[src/rtl/artyz7_input_debouncer_pkg.sv]
// Shared definitions for the Arty Z7 input debouncer.
//   - dbnc_state_e : per-channel debounce FSM state encoding (2 bits)
//   - clog2        : constant function used to size the qualification counter
// Ports: none (package).
package artyz7_input_debouncer_pkg;

  typedef enum logic [1:0] {
    STABLE_LOW  = 2'd0,
    WAIT_HIGH   = 2'd1,
    STABLE_HIGH = 2'd2,
    WAIT_LOW    = 2'd3
  } dbnc_state_e;

  // Minimum 1 so a counter declared with this width is never zero-width.
  function automatic int clog2(input int value);
    int result;
    int v;
    result = 0;
    v = value - 1;
    for (int i = 0; i < 32; i++) begin
      if (v > 0) begin
        result = result + 1;
        v = v >> 1;
      end
    end
    if (result == 0) result = 1;
    return result;
  endfunction

endpackage

[src/rtl/artyz7_debounce_channel.sv]
// One debounce channel: SYNC_STAGES-deep synchroniser, debounce FSM with
// qualification counter, registered level and one-cycle rise/fall pulses.
// Ports:
//   clk_ext    in   sole clock
//   rst_ext_n  in   asynchronous active-low reset
//   din        in   raw asynchronous input
//   level      out  debounced level (registered)
//   rise       out  one-cycle pulse on accepted 0->1
//   fall       out  one-cycle pulse on accepted 1->0
module artyz7_debounce_channel
  import artyz7_input_debouncer_pkg::*;
#(
  parameter int SYNC_STAGES     = 2,
  parameter int DEBOUNCE_CYCLES = 1000
) (
  input  logic clk_ext,
  input  logic rst_ext_n,
  input  logic din,
  output logic level,
  output logic rise,
  output logic fall
);

  localparam int CNT_W = clog2(DEBOUNCE_CYCLES + 1);
  localparam logic [CNT_W-1:0] CNT_MAX = CNT_W'(DEBOUNCE_CYCLES);
  localparam logic [CNT_W-1:0] CNT_ONE = CNT_W'(1);

  logic [SYNC_STAGES-1:0] sync_q;
  logic                   s;

  dbnc_state_e      state_q, state_d;
  logic [CNT_W-1:0] cnt_q, cnt_d;
  logic             level_q, level_d;
  logic             rise_q, rise_d;
  logic             fall_q, fall_d;

  always_ff @(posedge clk_ext or negedge rst_ext_n) begin
    if (!rst_ext_n) begin
      sync_q <= '0;
    end else begin
      sync_q <= {sync_q[SYNC_STAGES-2:0], din};
    end
  end

  assign s = sync_q[SYNC_STAGES-1];

  always_ff @(posedge clk_ext or negedge rst_ext_n) begin
    if (!rst_ext_n) begin
      state_q <= STABLE_LOW;
      cnt_q   <= '0;
      level_q <= 1'b0;
      rise_q  <= 1'b0;
      fall_q  <= 1'b0;
    end else begin
      state_q <= state_d;
      cnt_q   <= cnt_d;
      level_q <= level_d;
      rise_q  <= rise_d;
      fall_q  <= fall_d;
    end
  end

  // The counter already holds 1 on entry to WAIT_*, so acceptance happens
  // after DEBOUNCE_CYCLES+1 consecutive samples of the new value. A sample
  // equal to the current level drops straight back with no partial credit.
  always_comb begin
    state_d = state_q;
    cnt_d   = cnt_q;
    level_d = level_q;
    rise_d  = 1'b0;
    fall_d  = 1'b0;
    case (state_q)
      STABLE_LOW: begin
        if (s) begin
          state_d = WAIT_HIGH;
          cnt_d   = CNT_ONE;
        end
      end
      WAIT_HIGH: begin
        if (!s) begin
          state_d = STABLE_LOW;
          cnt_d   = '0;
        end else if (cnt_q == CNT_MAX) begin
          state_d = STABLE_HIGH;
          level_d = 1'b1;
          rise_d  = 1'b1;
          cnt_d   = '0;
        end else begin
          cnt_d = cnt_q + CNT_ONE;
        end
      end
      STABLE_HIGH: begin
        if (!s) begin
          state_d = WAIT_LOW;
          cnt_d   = CNT_ONE;
        end
      end
      WAIT_LOW: begin
        if (s) begin
          state_d = STABLE_HIGH;
          cnt_d   = '0;
        end else if (cnt_q == CNT_MAX) begin
          state_d = STABLE_LOW;
          level_d = 1'b0;
          fall_d  = 1'b1;
          cnt_d   = '0;
        end else begin
          cnt_d = cnt_q + CNT_ONE;
        end
      end
      default: begin
        state_d = STABLE_LOW;
        cnt_d   = '0;
        level_d = 1'b0;
      end
    endcase
  end

  assign level = level_q;
  assign rise  = rise_q;
  assign fall  = fall_q;

endmodule

[src/rtl/artyz7_input_debouncer.sv]
// Arty Z7 input debouncer top: NUM_CHANNELS independent debounce channels.
// Optional feature macro: ARTYZ7_INPUT_DEBOUNCER_EDGE_COUNT_EN adds
// per-channel saturating rise counters with a synchronous clear.
// Ports:
//   clk_ext       in   sole clock
//   rst_ext_n     in   asynchronous active-low reset
//   led           in   [0:NUM_CHANNELS-1] raw inputs, bit i = channel i
//   dummy_output  out  bit i = debounced level of channel i, upper bits 0
//   rise_pulse    out  one-cycle pulse per channel on accepted 0->1
//   fall_pulse    out  one-cycle pulse per channel on accepted 1->0
//   clear_counts  in   (feature) synchronous clear, wins over increments
//   edge_count    out  (feature) channel i at [i*COUNT_WIDTH +: COUNT_WIDTH]
module artyz7_input_debouncer
  import artyz7_input_debouncer_pkg::*;
#(
  parameter int NUM_CHANNELS    = 4,
  parameter int OUTPUT_WIDTH    = 22,
  parameter int SYNC_STAGES     = 2,
  parameter int DEBOUNCE_CYCLES = 1000,
  parameter int COUNT_WIDTH     = 8
) (
  input  logic                    clk_ext,
  input  logic                    rst_ext_n,
  input  logic [0:NUM_CHANNELS-1] led,
  output logic [OUTPUT_WIDTH-1:0] dummy_output,
  output logic [NUM_CHANNELS-1:0] rise_pulse,
  output logic [NUM_CHANNELS-1:0] fall_pulse
`ifdef ARTYZ7_INPUT_DEBOUNCER_EDGE_COUNT_EN
  ,
  input  logic                                clear_counts,
  output logic [NUM_CHANNELS*COUNT_WIDTH-1:0] edge_count
`endif
);

  // Elaboration-time parameter legality.
  if (NUM_CHANNELS < 1 || NUM_CHANNELS > OUTPUT_WIDTH) begin : g_bad_channels
    $error("NUM_CHANNELS must be in 1..OUTPUT_WIDTH");
  end
  if (SYNC_STAGES < 2) begin : g_bad_sync
    $error("SYNC_STAGES must be >= 2");
  end
  if (DEBOUNCE_CYCLES < 1) begin : g_bad_debounce
    $error("DEBOUNCE_CYCLES must be >= 1");
  end
  if (COUNT_WIDTH < 1) begin : g_bad_count
    $error("COUNT_WIDTH must be >= 1");
  end

  logic [NUM_CHANNELS-1:0] level_vec;

  for (genvar i = 0; i < NUM_CHANNELS; i++) begin : g_ch
    artyz7_debounce_channel #(
      .SYNC_STAGES    (SYNC_STAGES),
      .DEBOUNCE_CYCLES(DEBOUNCE_CYCLES)
    ) u_ch (
      .clk_ext  (clk_ext),
      .rst_ext_n(rst_ext_n),
      .din      (led[i]),
      .level    (level_vec[i]),
      .rise     (rise_pulse[i]),
      .fall     (fall_pulse[i])
    );
  end

  always_comb begin
    dummy_output = '0;
    dummy_output[NUM_CHANNELS-1:0] = level_vec;
  end

`ifdef ARTYZ7_INPUT_DEBOUNCER_EDGE_COUNT_EN
  for (genvar i = 0; i < NUM_CHANNELS; i++) begin : g_cnt
    logic [COUNT_WIDTH-1:0] count_q;

    always_ff @(posedge clk_ext or negedge rst_ext_n) begin
      if (!rst_ext_n) begin
        count_q <= '0;
      end else if (clear_counts) begin
        count_q <= '0;
      end else if (rise_pulse[i] && (count_q != {COUNT_WIDTH{1'b1}})) begin
        count_q <= count_q + COUNT_WIDTH'(1);
      end
    end

    assign edge_count[i*COUNT_WIDTH +: COUNT_WIDTH] = count_q;
  end
`endif

endmodule
[config.mk]
export PLATFORM = sky130hd
export DESIGN_NAME = artyz7_input_debouncer
export DESIGN_NICKNAME = d
export VERILOG_FILES = /design/src/rtl/artyz7_input_debouncer_pkg.sv /design/src/rtl/artyz7_debounce_channel.sv /design/src/rtl/artyz7_input_debouncer.sv
export SDC_FILE = /design/constraint.sdc
export NUM_CORES = 1
export LEC_CHECK = 0
export CAP_MARGIN = 20
export CORE_ASPECT_RATIO = 1.2
export CORE_MARGIN = 5
export CORE_UTILIZATION = 60
export CTS_CLUSTER_DIAMETER = 200
export DETAILED_ROUTE_END_ITERATION = 8
export DONT_BUFFER_PORTS = 1
export PLACE_DENSITY_LB_ADDON = 0.08
export SETUP_SLACK_MARGIN = 0.02
export SLEW_MARGIN = 0
export SYNTH_ARGS = -nofsm -noshare
export SYNTH_HDL_FRONTEND = slang
export SYNTH_HIERARCHICAL = 1
export SYNTH_SLANG_ARGS = --single-unit
[constraint.sdc]
create_clock -name clk_ext -period 3.4 [get_ports clk_ext]
set_input_delay 0.51 -clock clk_ext [delete_from_list [all_inputs] [get_ports clk_ext]]
set_output_delay 0.51 -clock clk_ext [all_outputs]
set_load 0.05 [all_outputs]
==> flow_summary.yaml <==
run_status:
  status: "finished clean"
global_routing:
  globalRouteOverflowTotal: 0
  antenna_found_initial: 0
  grt_max_degree: 69
  grt_use_total_pct: 18.1
  grt_pass1_wl_um: 10900
  grt_pass1_vias: 2410
finish:
  layout_common_cells: "68 x dfrtp_1, 29 x nand2_1, 25 x inv_1, 18 x conb_1, 18 x nor2_1"
  drive_above_1_share_pct: 10.4
  area_growth_pct: 4.51
  final_nets: 366
  insertedDiodeCount: 0
  layout_commonest_cell: "dfrtp_1"
setup_path:
  r2r_setup_slack_ns: 1.36
  start_kind: "flip-flop"
  arrival_ns: 2.26
  worst_setup_path_end_kind: "flip-flop"
  worstPathRequired_ns: 3.63
  critPathKind: "reg2reg"
  cp_max_fo: 11
timing:
  period_share_pct: 59.9
  fin_tns_setup_ns: 0
  rsz0062_at_grt: "false"
  post-route-worst-setup-slack_ns: 1.36
  hold_slack_ns: 0.0532
  tightest_slew_ns: 0.793
  min_period_ns: 2.04
  finalClockSkew_ns: 0.00524
  fmax_mhz: 491
  finalHoldViolCount: 0
  setup_viol: 0
  slew-limit-headroom_pct: 47.0
  drv_slew: 0
clock_network:
  clk_path_buf_depth: 2
  clk_pin_slew_ns: 0.07
  clk-insertion-delay-late_ns: 0.33
  cts_sinks: 68
  h-tree-depth: 3
  cts_tree: "done"
  post_cts_buffers: 0
  numCtsBuffers: 9
  cts-root-buf: "clkbuf_8"
logic_synthesis:
  synthArstFlopShare_pct: 100
  synth_warnings: 6
  syn_inst: 355
  synth_area_leaders: "dfrtp_1 47%, buf_4 4.3%, nand2_1 3.0%, ha_1 2.8%, a22o_1 2.7%"
  avgSynthCellArea_um2: 10.2
  synth_area_leader_cell: "dfrtp_1"
  synth_area_um2: 3630
  ys_seq_area_share_pct: 46.8
  synth-seq-cells: 68
  synth_flop_cell: "dfrtp_1"
  synth_edf_count: 0
  synth_cell_types: 50
  yosysTopAreaCellShare_pct: 46.8
pwr:
  p_comb_share_pct: 9.0
  switching_share_pct: 25.5
  vdd_drop_max_v: 0.000295
  total_power_uw: 1630
  p_leak_uw: 0.00170
  p_clk_share_pct: 38.0
  p_int_uw: 1210
  switching_power_uw: 414
  p_per_area_nw_per_um2: 428
  seqPwrFrac_pct: 53.0
job:
  cap_violations: 0
drt:
  ant_nets: 0
  via_count: 2480
  dr.pass1.iters: 4
  drt_first_iter_violations: 161
  vias_per_cell: 5.66
  wl_per_cell_um: 14.1
  wl_um: 6160
  drc: 0
placed_design:
  numPortBuffers: 0
  dp_worst_setup_slack_ns: 1.38
  place_hpwl_um: 4250
  place_congestion: 0.799
floorplan:
  die_w_um: 81.1
  ios: 36
  die-area_um2: 7720
  fp.coreArea_um2: 5970
  die_h_um: 95.3
  initial_core_util_pct: 60.9
  num_rows: 31
worst_hold_path:
  hp-class: "in2async"
==> sequential cells by signal (all words and copies together), names as in the netlist, named ones only <==
signal,cells
g_ch.u_ch/cnt_q,40
g_ch.u_ch/fall,4
g_ch.u_ch/level,4
g_ch.u_ch/rise,4
g_ch.u_ch/state_q,4
g_ch.u_ch/sync_q,8
==> power by group through the flow <==
stage	sequential, uW	clock, uW	combinational, uW
2_1_floorplan	865	0	139
4_1_cts	862	644	148
3_3_place_gp	876	0	126
6_report	862	617	146
3_5_place_dp	877	0	128
5_1_grt	867	679	164
==> cell usage after synthesis, types with 3 or more instances <==
cell       n
buf_4     21
a31oi_1    4
buf_2      3
and3_1     5
a21o_1     3
clkbuf_2   6
o22ai_1    3
o21ai_0    7
o21ai_1    7
ha_1       8
a311oi_4   3
dfrtp_1   68
or4_1      4
or3_1      5
and2_1     4
and3_2     6
and4_1     5
nand4_1   10
inv_1     25
nand2_1   29
nor2_1    18
mux2i_1    3
a21oi_1   12
mux2_2     3
and4_2     3
xnor2_1    6
nand3_1   17
a22o_1    11
o31ai_1    3
and4bb_4   3
xor2_1     9
a311oi_1   6
a211oi_1   5
o211ai_1   5
nor3b_1   10
==> final cells by class <==
cell class | instances | area (um2)
multi-input cells | 247 | 1690
well taps | 82 | 103
repair buffers | 1 | 27.5
clock inverters | 1 | 5.00
clock buffers | 14 | 183
flip-flops and latches | 68 | 1700
inverters | 25 | 93.8
fillers | 521 | 2170
==> kinds of logic (layout without fill, tap and decap cells) <==
group	Yosys count	count (layout)	synth area share (%)
flip-flops	68	68	46.8
AND/OR/NAND/NOR	125	125	20.2
adder cells (fa/ha/maj)	8	8	2.75
XOR/XNOR	16	16	4.06
AO/OA/AOI/OAI	74	74	15.8
buffers and inverters	57	41	8.57
other	1	18	0.103
multiplexers	6	6	1.76
==> critical path: stages (launching register included) <==
cell and delay [ns]:
dfrtp_1 0.43, inv_1 0.08, ha_1 0.15, nand4b_1 0.13, o311ai_2 0.73, o21ai_0 0.21, a21o_1 0.21
==> metal layers <==
metal,share of wire [%],vias to the layer above,track usage [%]
met1,48,1202,24.6
li1,-,1237,-
met3,3.6,8,4.73
met5,0,-,0
met4,1.3,0,8.31
met2,47,33,27.2
==> worst paths after layout <==
path / start / endpoint / cells past startpoint
min in group clk_ext: led[1] / g_ch[1].u_ch/sync_q[0] / 0
min reg2reg: g_ch[0].u_ch/sync_q[0] / g_ch[0].u_ch/sync_q[1] / 0
max: g_ch[3].u_ch/cnt_q[0] / g_ch[3].u_ch/cnt_q[6] / 6
max in group asynchronous: rst_ext_n / g_ch[2].u_ch/cnt_q[1] / 1
max reg2reg: g_ch[3].u_ch/cnt_q[0] / g_ch[3].u_ch/cnt_q[6] / 6
min: rst_ext_n / g_ch[1].u_ch/sync_q[1] / 1
==> repair_timing <==
item / in CTS / in global routing
gates resized for setup: 0 / 0
hold endpoints to repair: 68 / 0
hold buffers: 1 / 0
==> through the flow <==
stage	std cells	cell area (um2)	utilization [%]
floorplan	372	3700	-
global placement	422	3580	60.0
detailed placement	422	3580	60.0
CTS	438	3800	63.6
global route	438	3800	63.6
finish	438	3800	63.6
(Power assumes the default switching activity.)
